### config.mk
export PLATFORM = sky130hd
export DESIGN_NAME = ps2_scancode_decoder
export DESIGN_NICKNAME = d
export VERILOG_FILES = /design/src/rtl/ps2_scancode_decoder.sv
export SDC_FILE = /design/constraint.sdc
export NUM_CORES = 1
export LEC_CHECK = 0
export BUFFER_PORTS_ARGS = -buffer_cell sky130_fd_sc_hd__clkbuf_2
export CAP_MARGIN = 25
export CORE_ASPECT_RATIO = 1.5
export CORE_MARGIN = 2
export CORE_UTILIZATION = 49
export CTS_CLUSTER_SIZE = 10
export DETAILED_ROUTE_END_ITERATION = 16
export PLACE_DENSITY_LB_ADDON = 0.12
export SYNTH_ARGS = -nofsm -noshare
export SYNTH_HDL_FRONTEND = slang
export SYNTH_SLANG_ARGS = --single-unit
### constraint.sdc
create_clock -name clk -period 9.8 [get_ports clk]
set_input_delay 0.98 -clock clk [delete_from_list [all_inputs] [get_ports clk]]
set_output_delay 0.98 -clock clk [all_outputs]
set_load 0.01 [all_outputs]
### src/rtl/ps2_scancode_decoder.sv
// PS/2 Set-2 scan-code stream to ASCII characters.
// Tracks make/break/extended prefixes and shift/caps-lock state, and buffers output in a ready/valid FIFO.
module ps2_scancode_decoder #(
  parameter int unsigned FIFO_DEPTH   = 8,
  parameter logic [7:0]  UNKNOWN_CHAR = 8'h2E,
  parameter bit          DROP_UNKNOWN = 1'b0
) (
  input  logic                          clk,
  input  logic                          reset,
  input  logic [7:0]                    scan_code,
  input  logic                          scan_valid,
  output logic [7:0]                    ascii,
  output logic                          ascii_valid,
  input  logic                          ascii_ready,
  output logic                          shift_active,
  output logic                          caps_lock,
  output logic [$clog2(FIFO_DEPTH):0]   fifo_count,
  output logic                          overflow
);

  localparam int unsigned AW = $clog2(FIFO_DEPTH);
  localparam int unsigned CW = AW + 1;

  typedef enum logic [1:0] {IDLE, BRK, EXT, EXT_BRK} state_t;

  state_t          state, state_nxt;
  logic            lshift, rshift, caps_held;
  logic            lshift_nxt, rshift_nxt, caps_held_nxt, caps_lock_nxt;
  logic            push_c;
  logic [7:0]      push_char_c;

  logic [7:0]      letter_c, digit_c, sym_c, other_c;
  logic            upper_c, map_hit_c;
  logic [7:0]      map_char_c;

  logic [7:0]      mem [FIFO_DEPTH];
  logic [AW-1:0]   rd_ptr, wr_ptr, rd_ptr_nxt;
  logic [CW-1:0]   count_nxt;
  logic            full_c, pop_c, push_ok_c, drop_c;
  logic [7:0]      head_nxt_c;

  // Character lookup for a non-extended make code; zero means "not in this class".
  always_comb begin
    letter_c = 8'h00;
    digit_c  = 8'h00;
    sym_c    = 8'h00;
    other_c  = 8'h00;
    case (scan_code)
      8'h1C: letter_c = "A";  8'h32: letter_c = "B";  8'h21: letter_c = "C";
      8'h23: letter_c = "D";  8'h24: letter_c = "E";  8'h2B: letter_c = "F";
      8'h34: letter_c = "G";  8'h33: letter_c = "H";  8'h43: letter_c = "I";
      8'h3B: letter_c = "J";  8'h42: letter_c = "K";  8'h4B: letter_c = "L";
      8'h3A: letter_c = "M";  8'h31: letter_c = "N";  8'h44: letter_c = "O";
      8'h4D: letter_c = "P";  8'h15: letter_c = "Q";  8'h2D: letter_c = "R";
      8'h1B: letter_c = "S";  8'h2C: letter_c = "T";  8'h3C: letter_c = "U";
      8'h2A: letter_c = "V";  8'h1D: letter_c = "W";  8'h22: letter_c = "X";
      8'h35: letter_c = "Y";  8'h1A: letter_c = "Z";
      8'h45: {digit_c, sym_c} = {"0", ")"};
      8'h16: {digit_c, sym_c} = {"1", "!"};
      8'h1E: {digit_c, sym_c} = {"2", "@"};
      8'h26: {digit_c, sym_c} = {"3", "#"};
      8'h25: {digit_c, sym_c} = {"4", "$"};
      8'h2E: {digit_c, sym_c} = {"5", "%"};
      8'h36: {digit_c, sym_c} = {"6", "^"};
      8'h3D: {digit_c, sym_c} = {"7", "&"};
      8'h3E: {digit_c, sym_c} = {"8", "*"};
      8'h46: {digit_c, sym_c} = {"9", "("};
      8'h29: other_c = 8'h20;
      8'h5A: other_c = 8'h0D;
      8'h66: other_c = 8'h08;
      8'h0D: other_c = 8'h09;
      default: ;
    endcase
    upper_c   = shift_active ^ caps_lock;
    map_hit_c = (letter_c != 8'h00) || (digit_c != 8'h00) || (other_c != 8'h00);
    if (letter_c != 8'h00)
      map_char_c = upper_c ? letter_c : letter_c + 8'h20;
    else if (digit_c != 8'h00)
      map_char_c = shift_active ? sym_c : digit_c;
    else
      map_char_c = other_c;
  end

  // Prefix FSM: next state, modifier updates and character push request.
  always_comb begin
    state_nxt     = state;
    lshift_nxt    = lshift;
    rshift_nxt    = rshift;
    caps_held_nxt = caps_held;
    caps_lock_nxt = caps_lock;
    push_c        = 1'b0;
    push_char_c   = map_char_c;
    if (scan_valid) begin
      case (state)
        IDLE: begin
          case (scan_code)
            8'hF0: state_nxt = BRK;
            8'hE0: state_nxt = EXT;
            8'hAA, 8'hFA, 8'hFE, 8'hEE, 8'h00, 8'hFF: ;
            8'h12: lshift_nxt = 1'b1;
            8'h59: rshift_nxt = 1'b1;
            8'h58: begin
              // Typematic repeats of caps-lock must not re-toggle.
              if (!caps_held) caps_lock_nxt = ~caps_lock;
              caps_held_nxt = 1'b1;
            end
            default: begin
              if (map_hit_c) begin
                push_c = 1'b1;
              end else if (!DROP_UNKNOWN) begin
                push_c      = 1'b1;
                push_char_c = UNKNOWN_CHAR;
              end
            end
          endcase
        end
        BRK: begin
          state_nxt = IDLE;
          case (scan_code)
            8'h12:   lshift_nxt    = 1'b0;
            8'h59:   rshift_nxt    = 1'b0;
            8'h58:   caps_held_nxt = 1'b0;
            default: ;
          endcase
        end
        EXT: begin
          if (scan_code == 8'hF0) begin
            state_nxt = EXT_BRK;
          end else begin
            state_nxt = IDLE;
            if (scan_code == 8'h5A) begin
              push_c      = 1'b1;
              push_char_c = 8'h0D;
            end
          end
        end
        default: state_nxt = IDLE;
      endcase
    end
  end

  always_ff @(posedge clk or posedge reset) begin
    if (reset) begin
      state        <= IDLE;
      lshift       <= 1'b0;
      rshift       <= 1'b0;
      caps_held    <= 1'b0;
      caps_lock    <= 1'b0;
      shift_active <= 1'b0;
    end else begin
      state        <= state_nxt;
      lshift       <= lshift_nxt;
      rshift       <= rshift_nxt;
      caps_held    <= caps_held_nxt;
      caps_lock    <= caps_lock_nxt;
      shift_active <= lshift_nxt | rshift_nxt;
    end
  end

  // FIFO control; ascii is a registered copy of the head entry.
  always_comb begin
    full_c     = (fifo_count == CW'(FIFO_DEPTH));
    pop_c      = ascii_valid & ascii_ready;
    push_ok_c  = push_c & (~full_c | pop_c);
    drop_c     = push_c & full_c & ~pop_c;
    rd_ptr_nxt = pop_c ? rd_ptr + AW'(1) : rd_ptr;
    count_nxt  = fifo_count;
    case ({push_ok_c, pop_c})
      2'b10:   count_nxt = fifo_count + CW'(1);
      2'b01:   count_nxt = fifo_count - CW'(1);
      default: ;
    endcase
    head_nxt_c = (push_ok_c && (wr_ptr == rd_ptr_nxt)) ? push_char_c : mem[rd_ptr_nxt];
  end

  always_ff @(posedge clk) begin
    if (push_ok_c) mem[wr_ptr] <= push_char_c;
  end

  always_ff @(posedge clk or posedge reset) begin
    if (reset) begin
      rd_ptr      <= '0;
      wr_ptr      <= '0;
      fifo_count  <= '0;
      ascii       <= 8'h00;
      ascii_valid <= 1'b0;
      overflow    <= 1'b0;
    end else begin
      rd_ptr      <= rd_ptr_nxt;
      if (push_ok_c) wr_ptr <= wr_ptr + AW'(1);
      fifo_count  <= count_nxt;
      ascii_valid <= (count_nxt != '0);
      if ((push_ok_c || pop_c) && (count_nxt != '0)) ascii <= head_nxt_c;
      if (drop_c) overflow <= 1'b1;
    end
  end

endmodule

After elaboration in Yosys (flattened, before gate mapping)
Memories as Yosys holds them, arrays and structs flattened. A register that Yosys moved wholly into a read port is not among the register bits.
Index checks and enable logic that the tools add are counted.
{"block": "word_totals", "regBits": 19, "ramBits": 64, "inputBits": 12, "output_inout_bits": 16, "elab_cells": 138, "mem_count": 1}
{"name": "mem", "words": 8, "word_bits": 8, "rd": 1, "rd_clocked_by_memory_dff": 1, "wr": 1, "line": "36", "rtl": "logic [7:0] mem [FIFO_DEPTH];"}
{"block": "op_classes", "add_sub_neg": 5, "eq_ne": 58, "n_mux": 37, "bitwise": 11, "n_reduce_logical": 15}
{"op": "$eq 8x6->1 const B", "count": 23}
{"op": "$pmux 7 s26", "count": 1}
{"op": "$eq 8x7->1 const B", "count": 11}
{"op": "$mux 8", "count": 9}
{"op": "$pmux 7 s10", "count": 1}
{"op": "$eq 8x5->1 const B", "count": 8}
{"op": "$pmux 6 s10", "count": 1}
{"op": "$eq 8x8->1 const B", "count": 7}
{"op": "$pmux 6 s4", "count": 1}
{"op": "$reduce_bool 8->1", "count": 3}
{"op": "$pmux 8 s2", "count": 1}
{"op": "$mux 1", "count": 14}
{"op": "$reduce_or 11->1", "count": 1}
{"op": "$add 8x6->8 const B", "count": 1}
{"op": "$eq 8x4->1 const B", "count": 1}
{"op": "$logic_not 8->1", "count": 1}
{"op": "$pmux 1 s2", "count": 4}
{"op": "$pmux 2 s2", "count": 2}
{"op": "$pmux 4 s2", "count": 1}
{"op": "$reduce_and 4->1", "count": 2}
{"op": "$add 3x1->3 const B", "count": 2}
{"op": "$add 4x1->4 const B", "count": 1}
{"op": "$and 1x1->1", "count": 4}
{"op": "$eq 2x1->1 const B", "count": 2}
{"op": "16 further kinds", "count": 24}

Logic depth before layout (Yosys ltp)
Gate-level depths: netlist of run 1.
{"block": "depth", "depth_word": 10, "ltp_mapped": 17, "ltp_nobuf": 15}

Worst setup path before layout of run 1
No wires, ideal clock.
{"block": "synth_path", "path_kind": "input-to-reg", "startpoint": "in scan_code[6]", "endpoint": "reg ascii[0] (read register of mem)", "t_arrival_ps": 4233, "required_ps": 9675, "setup_slack_ps": 5442, "stages": 17, "path_buffers": 2, "cell_sequence": "clkbuf_2 > or3_4 > o311a_1 > or2b_1 > o21ai_1 > and2_0 > inv_1 > ha_1 > inv_1 > nor2_1 > and3_1 > mux2_2 > or3_4 > nand3_2 > nand2b_1 > buf_6 > mux2_4"}
{"block": "synth_via", "elab_chain_cells": 10, "elab_cells_between_ends": 25}
{"element": "from (decl)", "line": "10", "rtl": "input logic [7:0] scan_code,"}
{"element": "$eq 8x8->1 (tied with other cells)", "line": "96, 127"}
{"element": "$reduce_or 11->1 (no line) or $mux 1 (tied branches)"}
{"element": "$mux 1, on equally long branches", "line": "96, 127"}
{"element": "$pmux 1 s2 *", "line": "94", "rtl": "case (state)"}
{"element": "$mux 1 *", "line": "93", "rtl": "if (scan_valid) begin"}
{"element": "$and 1x1->1 *", "line": "164", "rtl": "push_ok_c = push_c & (~full_c | pop_c);"}
{"element": "$eq 2x1->1 or $eq 2x2->1 (tied branches)", "line": "168", "rtl": "case ({push_ok_c, pop_c})"}
{"element": "$pmux 4 s2", "line": "168"}
{"element": "$reduce_bool 4->1", "line": "193", "rtl": "if ((push_ok_c || pop_c) && (count_nxt != '0)) ascii <= head_nxt_c;"}
{"element": "$logic_and 1x1->1 *", "line": "193"}
{"element": "to (decl)", "line": "12", "rtl": "output logic [7:0] ascii,"}
Mark *: on every way between the ends. The rest lies on a longest branch, timed or not.
A chain may end at the register's enable or synchronous reset.

Worst setup path in the final report of run 1
{"block": "layout_path", "startpoint": "in scan_code[3]", "endpoint": "reg ascii[1] (read register of mem)"}
Same word-level chain as after synthesis.

==> run summary, run 1 <==
================================================================================
Outcome                                                             finished clean
Delay contributed by the slowest stage of the critical path              0.38 ns
Count of pins on the block boundary                                           28
Height of the die                                                         125 um
Drc violations                                                                 0
Peak supply drop                                                      0.000180 V
Die Footprint                                                         10500 um^2
Crit Path Category                                                  input port to register
Internal Power                                                            939 uW
Starting Density                                                           0.497
Post-cts resize count                                                          0
Number of instances in the synthesized netlist                               428
GR Util All Layers                                                         0.218
Crit path top cell by count                                         sky130_fd_sc_hd__inv_1
Critical path peak fanout                                                     39
Critical path buffer and inverter count                                        3
Post-Place Worst Slack                                                   4.61 ns
Fill cell total of the finished layout                                       839
Number of global-route vias before repair                                   3463
Floorplan row count                                                           44
Fraction of layout cells with a size suffix above 1                        0.193
Type of the tightest min-delay check                                register to register
Count of nets after finishing                                                463
Avg Synthesized Cell Area                                              11.1 um^2
Final setup violating endpoints                                                0
Clock buffers created by TritonCTS                                             9
Share of flip-flops with an asynchronous set or reset                      0.317
Library cells used by synthesis                                               72
Most instantiated flip-flop cell in the synthesis netlist           sky130_fd_sc_hd__edfxtp_1
Core region area                                                       9580 um^2
Buffer depth of the longest clock path                                         2
Global route total overflow                                                    0
List of cells traversed by the critical path                        clkbuf_2 > nor2b_1 > and4b_1 > or2b_1 > o21ai_1 > and2_0 > inv_1 > ha_1 > inv_1 > nor2_1 > and3_1 > mux2_2 > or3_4 > nand3_2 > nand2b_1 > mux2_4
Gpl congestion                                                             0.900
Portion of total power attributed to the clock network                     0.253
Static leakage                                                           2.07 nW
Fraction of synthesized cell area taken by the top area cell type          0.353
Number of buffer cells added on primary ports                                 26
Clock latency on the worst-skew pair                                     0.34 ns
Number of antenna violations at the first check in global routing              0
Worst rel slew slack                                                       0.384
Critical Path Sink Type                                                 register
Area used by multi-input combinational logic                           2200 um^2
Layout Skew                                                           0.00845 ns
Share of power burned in combinational logic                               0.388
Fraction of power spent switching nets                                     0.332
EDFF count, synth                                                             56
Drt pass-1 iters                                                               5
Required time of the critical path                                      10.02 ns
Number of hold buffers added after cts                                         0
Pin count of the biggest net entering global routing                          40
Post-synth top area cell                                            sky130_fd_sc_hd__edfxtp_1
Detailed placement HPWL                                                  8190 um
Mean routed wirelength per cell                                          19.6 um
Total clock sinks                                                             82
Drt initial violations                                                       205
Yosys warnings                                                                 0
Arrival time at the worst endpoint                                       5.07 ns
Maxcap violations                                                              0
Cell types with the largest area share after synthesis              sky130_fd_sc_hd__edfxtp_1 35%, sky130_fd_sc_hd__dfrtp_1 14%, sky130_fd_sc_hd__mux4_2 6.6%, sky130_fd_sc_hd__nand2_1 3.7%, sky130_fd_sc_hd__o21ai_0 1.9%
Tmin final                                                               4.85 ns
Setup total negative slack                                                  0 ns
Remaining antenna violation count                                              0
Portion of total power attributed to sequential cells                      0.358
Pwr/cell area                                                        265 nW/um^2
Root buffer cell                                                    sky130_fd_sc_hd__clkbuf_16
Kind of cell with the highest combined delay on the critical path   simple AND/OR/NAND/NOR gates
Clock tree from TritonCTS                                                    yes
Setup bufs post-CTS                                                            0
Width of the chip                                                        84.5 um
Worst setup slack after layout                                           4.95 ns
Number of nets in the synthesized netlist                                    446
Final Routed Wirelength                                                 11100 um
Number of failing hold endpoints at the final stage                            0
Via density per instance                                                    6.18
Count of H-tree levels built during CTS                                        3
Clk slew on worst S/H paths                                              0.06 ns
Net Switching                                                             467 uW
Slew @ Worst Pin                                                        0.911 ns
Slowest cell on the critical path                                   sky130_fd_sc_hd__clkbuf_2
Reg area                                                               2330 um^2
Timing-limited maximum frequency                                         206 MHz
Unrepaired setup endpoints after global routing                               no
First-pass GRT wire length                                              17900 um
Synthesized cell area                                                  4760 um^2
Relative area change from synthesis to final layout                        11.4%
Routed vias                                                                 3492
Final Max Slew Viols                                                           0
Share of the clock period used by the worst path                           0.495
Count of inserted antenna diode cells                                          0
Sequential area share after synthesis                                      0.490
Number of flip-flops and latches in the synthesized netlist                   82
Element type at the critical path start                               input port
================================================================================
-- path summary, 6_finish.rpt --
kind,endpoint,from,slack (ns),cells after the start
setup / recovery,ascii[1]$_DFFE_PP0P_,scan_code[3],4.95,16
hold / removal,overflow$_DFFE_PP0P_,overflow$_DFFE_PP0P_,0.48,1
setup reg to reg,ascii[1]$_DFFE_PP0P_,state[1]$_DFFE_PP0P_,5.70,15
hold reg to reg,overflow$_DFFE_PP0P_,overflow$_DFFE_PP0P_,0.48,1
max in group asynchronous,ascii[5]$_DFFE_PP0P_,reset,8.85,3
min in group asynchronous,wr_ptr[2]$_DFFE_PP0P_,reset,0.55,2
-- synth_stat cells (3+ instances only) --
master and count:
sky130_fd_sc_hd__a211oi_1 7, sky130_fd_sc_hd__a21o_1 4, sky130_fd_sc_hd__a21oi_1 11, sky130_fd_sc_hd__a221oi_1 3, sky130_fd_sc_hd__a22oi_1 3, sky130_fd_sc_hd__a31oi_1 5
sky130_fd_sc_hd__and2_1 8, sky130_fd_sc_hd__and3_1 6, sky130_fd_sc_hd__and4b_1 4, sky130_fd_sc_hd__buf_2 7, sky130_fd_sc_hd__clkbuf_1 19, sky130_fd_sc_hd__dfrtp_1 26
sky130_fd_sc_hd__edfxtp_1 56, sky130_fd_sc_hd__ha_1 5, sky130_fd_sc_hd__inv_1 19, sky130_fd_sc_hd__mux2_4 5, sky130_fd_sc_hd__mux2i_1 8, sky130_fd_sc_hd__mux4_2 14
sky130_fd_sc_hd__nand2_1 47, sky130_fd_sc_hd__nand2b_1 6, sky130_fd_sc_hd__nand3_1 15, sky130_fd_sc_hd__nand4_1 7, sky130_fd_sc_hd__nor2_1 17, sky130_fd_sc_hd__nor2b_1 7
sky130_fd_sc_hd__nor3_1 11, sky130_fd_sc_hd__nor3b_1 6, sky130_fd_sc_hd__nor4b_1 5, sky130_fd_sc_hd__nor4bb_1 5, sky130_fd_sc_hd__o211ai_1 4, sky130_fd_sc_hd__o21ai_0 18
sky130_fd_sc_hd__o31ai_1 3, sky130_fd_sc_hd__or2_2 4, sky130_fd_sc_hd__xnor2_1 8, sky130_fd_sc_hd__xor2_1 4
-- state kept, by name, summed over array words and instances, names as in the netlist, 2 cells and up --
register    flops
mem            56
ascii           7
fifo_count      4
rd_ptr          3
wr_ptr          3
state           2
-- metal layers --
layer | GRT usage | up-vias | wire, um
met5 | 0 | - | 0
met4 | 0.110 | 0 | 340
met3 | 0.0298 | 29 | 462
met2 | 0.391 | 129 | 6130
met1 | 0.251 | 1691 | 4160
li1 | - | 1643 | -
-- through the flow --
| stage | hold slack (ns) | total power, mW | instance area, um^2 | std cells | util |
|---|---|---|---|---|---|
| final | 0.478 | 1.41 | 5300 | 565 | 0.553 |
| after global routing | 0.505 | 1.49 | 5300 | 565 | 0.553 |
| after CTS | 0.486 | 1.42 | 5270 | 564 | 0.551 |
| after detailed placement | 0.473 | 1.06 | 4960 | 548 | 0.517 |
| after global placement | 0.468 | 1.04 | 4940 | 545 | 0.516 |
| after floorplan | 0.446 | 0.913 | 4760 | 428 | - |
-- logic make-up after synthesis --
kind of cell               synth area share
buffers and inverters                0.0471
AOI/OAI and AO/OA                     0.108
other                              0.000788
and+or+nand+nor                       0.207
adders and majority gates            0.0174
DFF                                   0.490
xor gates and xnor gates             0.0255
muxes                                 0.104
-- power by group through the flow --
| stage | Combinational [mW] | Clock (mW) | Sequential [mW] |
|---|---|---|---|
| 2_1_floorplan | 0.413 | 0 | 0.500 |
| 3_3_place_gp | 0.534 | 0 | 0.509 |
| 3_5_place_dp | 0.549 | 0 | 0.511 |
| 4_1_cts | 0.555 | 0.361 | 0.505 |
| 5_1_grt | 0.602 | 0.375 | 0.512 |
| 6_report | 0.546 | 0.356 | 0.504 |
-- final cells by class --
cell class / count / area share
sequential: 82 / 0.440
tap: 115 / 0.0271
timing repair buffer: 38 / 0.0439
inverter: 19 / 0.0135
clock inverter: 7 / 0.0175
multi-input combinational: 295 / 0.416
clock buffer: 9 / 0.0425
-- cell usage in the layout, fill, tap and decap left out, drive strengths merged, types with 5 or more instances in the layout --
cell type / count
edfxtp: 56
nand2: 47
clkbuf: 35
dfrtp: 26
inv: 20
o21ai: 19
nor2: 17
nand3: 16
mux4: 14
buf: 12
nor3: 11
a21oi: 11
and2: 9
xnor2: 9
mux2i: 8
nor2b: 7
nand4: 7
a211oi: 7
nor3b: 7
mux2: 7
nand2b: 6
and3: 6
nor4b: 6
nor4bb: 5
a31oi: 5
ha: 5
Power figures use the tool's default switching activity.
==> run 2, diff against run 1 <==
==> constraint.sdc (replaced) <==
create_clock -name clk -period 4.1 [get_ports clk]
set_input_delay 0.41 -clock clk [delete_from_list [all_inputs] [get_ports clk]]
set_output_delay 0.41 -clock clk [all_outputs]
set_load 0.01 [all_outputs]
==> run 2 against run 1 <==
Net effect: the run now ends with hold timing left; power increased by 140%; largest cell class unchanged; setup slack worse by 4.6 ns; die area is the same; clock skew is 0.0021 ns higher; largest power group unchanged.
==> run summary, run 2 (synthesized netlist as in run 1, its figures left out) <==
===================================================================================
Gpl congestion                                                                0.958   was 0.900
Number of global-route vias before repair                                      3501   was 3463
Element type at the critical path start                                    register   was input port
Mean routed wirelength per cell                                             18.9 um   was 19.6 um
Clk slew on worst S/H paths                                                 0.06 ns   about the same
Net Switching                                                               1.12 mW   was 467 uW
Reg area                                                                  2330 um^2   unchanged
Final Max Slew Viols                                                              0   unchanged
Global-route track usage on met1                                              0.243   was 0.251
Met2 Use GR                                                                   0.410   was 0.391
Registers with the most flip-flops                                     mem x56, ascii x7, fifo_count x4   unchanged
Count of nets after finishing                                                   486   was 463
Pwr/cell area                                                           621 nW/um^2   was 265 nW/um^2
Portion of total power attributed to sequential cells                         0.355   was 0.358
Total design power                                                          3.40 mW   was 1.41 mW
Global route total overflow                                                       0   unchanged
Largest register by flop count                                                  mem   unchanged
Number of antenna violations at the first check in global routing                 0   unchanged
Total clock sinks                                                                82   unchanged
Most common cell after layout, fill and taps aside                     sky130_fd_sc_hd__edfxtp_1   unchanged
Layer carrying the most global-route usage                                     met2   unchanged
Unrepaired setup endpoints after global routing                                  no   unchanged
Clock tree from TritonCTS                                                       yes   unchanged
Violated checks                                                         hold timing
Remaining antenna violation count                                                 0   unchanged
Slew @ Worst Pin                                                           0.812 ns   was 0.911 ns
Worst rel slew slack                                                          0.457   was 0.384
Arrival time at the worst endpoint                                          3.95 ns   was 5.07 ns
Number of flip-flops under the largest register name                             56   unchanged
Count of placed standard cells in the final layout, fillers left out            588   was 565
Maxcap violations                                                                 0   unchanged
Reg2Reg Launch Point                                                   state[1]$_DFFE_PP0P_   unchanged
Register-to-register setup slack                                            0.35 ns   was 5.70 ns
Layout Skew                                                               0.0105 ns   was 0.00845 ns
Final setup violating endpoints                                                   0   unchanged
Number of failing hold endpoints at the final stage                               4   was 0
Relative area change from synthesis to final layout                           15.1%   was 11.4%
Buffer depth of the longest clock path                                            2   unchanged
Clock latency on the worst-skew pair                                        0.33 ns   was 0.34 ns
First-pass GRT wire length                                                 18200 um   was 17900 um
Core region area                                                          9580 um^2   unchanged
Clock buffers created by TritonCTS                                                9   unchanged
Peak supply drop                                                         0.000358 V   was 0.000180 V
Static leakage                                                              2.18 nW   was 2.07 nW
Internal Power                                                              2.28 mW   was 939 uW
Floorplan row count                                                              44   unchanged
Fraction of power spent switching nets                                        0.328   was 0.332
Die Footprint                                                            10500 um^2   unchanged
Cell count after placement                                                      571   was 548
Outcome                                                                finished, violations left   was finished clean
Placed cell area                                                          5140 um^2   was 4960 um^2
Worst setup startpoint                                                 state[1]$_DFFE_PP0P_   was scan_code[3]
Crit Path Category                                                     register to register   was input port to register
Tmin final                                                                  3.75 ns
Share of power burned in combinational logic                                  0.400   was 0.388
R2R Path End                                                           ascii[6]$_DFFE_PP0P_   was ascii[1]$_DFFE_PP0P_
Portion of total power attributed to the clock network                        0.245   was 0.253
Count of H-tree levels built during CTS                                           3   unchanged
Width of the chip                                                           84.5 um   unchanged
Count of inserted antenna diode cells                                             0   unchanged
Type of the tightest min-delay check                                   input port to asynchronous set/reset pin   was register to register
Final cell area excluding filler cells                                    5480 um^2   was 5300 um^2
Leading cell types in the layout, fill and taps excluded               56 x sky130_fd_sc_hd__edfxtp_1, 47 x sky130_fd_sc_hd__nand2_1, 34 x sky130_fd_sc_hd__buf_4   was 56 x sky130_fd_sc_hd__edfxtp_1, 47 x sky130_fd_sc_hd__nand2_1, 26 x sky130_fd_sc_hd__dfrtp_1, 26 x sky130_fd_sc_hd__clkbuf_2, 19 x sky130_fd_sc_hd__inv_1
Timing-limited maximum frequency                                            267 MHz
Count of pins on the block boundary                                              28   unchanged
Fill cell total of the finished layout                                          843   was 839
Pin count of the biggest net entering global routing                             28   was 40
Critical Path Sink Type                                                    register   unchanged
Number of hold buffers added after cts                                            0   unchanged
Required time of the critical path                                          4.30 ns   was 10.02 ns
Share of the clock period used by the worst path                              0.914
Drt initial violations                                                          220   was 205
Fraction of layout cells with a size suffix above 1                           0.233   was 0.193
Height of the die                                                            125 um   unchanged
Drc violations                                                                    0   unchanged
Via density per instance                                                       6.04   was 6.18
Length in cells of the worst reg-to-reg path                                     15   unchanged
Met3 Usage GRT                                                               0.0239   was 0.0298
Root buffer cell                                                       sky130_fd_sc_hd__clkbuf_16   unchanged
Number of buffer cells added on primary ports                                    26   unchanged
Area used by multi-input combinational logic                              2210 um^2   was 2200 um^2
Setup total negative slack                                                     0 ns   unchanged
Worst slack on hold paths                                               -0.00988 ns   was 0.478 ns
Routed vias                                                                    3553   was 3492
Final Routed Wirelength                                                    11100 um   about the same
Starting Density                                                              0.497   unchanged
GR Util All Layers                                                            0.218   about the same
Critical path peak fanout                                                         7   was 39
Drt pass-1 iters                                                                  5   unchanged
Detailed placement HPWL                                                     8540 um   was 8190 um
===================================================================================
-- run 2: cell count changes in the layout (fill, tap and decap cells not counted) --
cell and delta:
sky130_fd_sc_hd__clkinvlp_4 -1, sky130_fd_sc_hd__inv_6 -1, sky130_fd_sc_hd__clkinv_2 +1, sky130_fd_sc_hd__buf_4 +26
sky130_fd_sc_hd__nand2b_1 -1, sky130_fd_sc_hd__buf_2 -3, sky130_fd_sc_hd__nand2b_2 +1, sky130_fd_sc_hd__clkbuf_1 +1
-- run 2: worst max path at each step --
stage | end | slack [ns] | cells after the start
finish | ascii[6]$_DFFE_PP0P_ | 0.35 | 15
global route | ascii[6]$_DFFE_PP0P_ | 0.1 | 15
CTS | ascii[6]$_DFFE_PP0P_ | 0.24 | 15
detailed placement | ascii[1]$_DFFE_PP0P_ | -0.02 | 15
global placement | ascii[0]$_DFFE_PP0P_ | 0.11 | 15
floorplan | ascii[0]$_DFFE_PP0P_ | 0.31 | 17
-- run 2: metrics by stage --
| stage | setup slack [ns] | utilization |
|---|---|---|
| finish | 0.351 | 0.572 |
| global route | 0.0974 | 0.572 |
| CTS | 0.242 | 0.569 |
| detailed placement | -0.0165 | 0.536 |
| global placement | 0.109 | 0.536 |
| floorplan | 0.312 | - |
-- run 2: worst max-delay path: stages (launching register included) --
cell	delay, ns
sky130_fd_sc_hd__dfrtp_1	0.39
sky130_fd_sc_hd__nor2b_1	0.17
sky130_fd_sc_hd__o311a_1	0.21
sky130_fd_sc_hd__or2b_1	0.26
sky130_fd_sc_hd__o21ai_1	0.29
sky130_fd_sc_hd__and2_0	0.21
sky130_fd_sc_hd__inv_1	0.09
sky130_fd_sc_hd__ha_1	0.35
sky130_fd_sc_hd__inv_1	0.15
sky130_fd_sc_hd__nor2_1	0.08
sky130_fd_sc_hd__and3_1	0.17
sky130_fd_sc_hd__mux2_2	0.26
sky130_fd_sc_hd__or3_4	0.37
sky130_fd_sc_hd__nand3_2	0.09
sky130_fd_sc_hd__nand2b_2	0.17
sky130_fd_sc_hd__mux2_4	0.34
-- run 2: final cells by class --
| type | instances | share of cell area |
|---|---|---|
| Clock buffer | 10 | 0.0418 |
| Clock inverter | 6 | 0.0149 |
| Inverter | 19 | 0.0130 |
| Multi-Input combinational cell | 295 | 0.403 |
| Sequential cell | 82 | 0.426 |
| Tap cell | 115 | 0.0263 |
| Timing Repair Buffer | 61 | 0.0754 |
-- run 2: repair_timing --
action	4_1_cts	5_1_grt
setup endpoints to repair	0	5
resized for setup	0	1
buffers inserted	0	0
-- run 2: power by group through the flow --
stage               Clock [mW]  Sequential (mW)  Combinational, mW
floorplan                    0             1.20              0.986
global placement             0             1.22               1.34
detailed placement           0             1.22               1.37
CTS                      0.840             1.21               1.38
global route             0.871             1.22               1.49
finish                   0.833             1.21               1.36
-- run 2: layer usage --
| metal | share of wire | vias to the layer above |
|---|---|---|
| met5 | 0 | - |
| met4 | 0.040 | 0 |
| met3 | 0.029 | 31 |
| met2 | 0.56 | 96 |
| met1 | 0.37 | 1738 |
| li1 | - | 1688 |
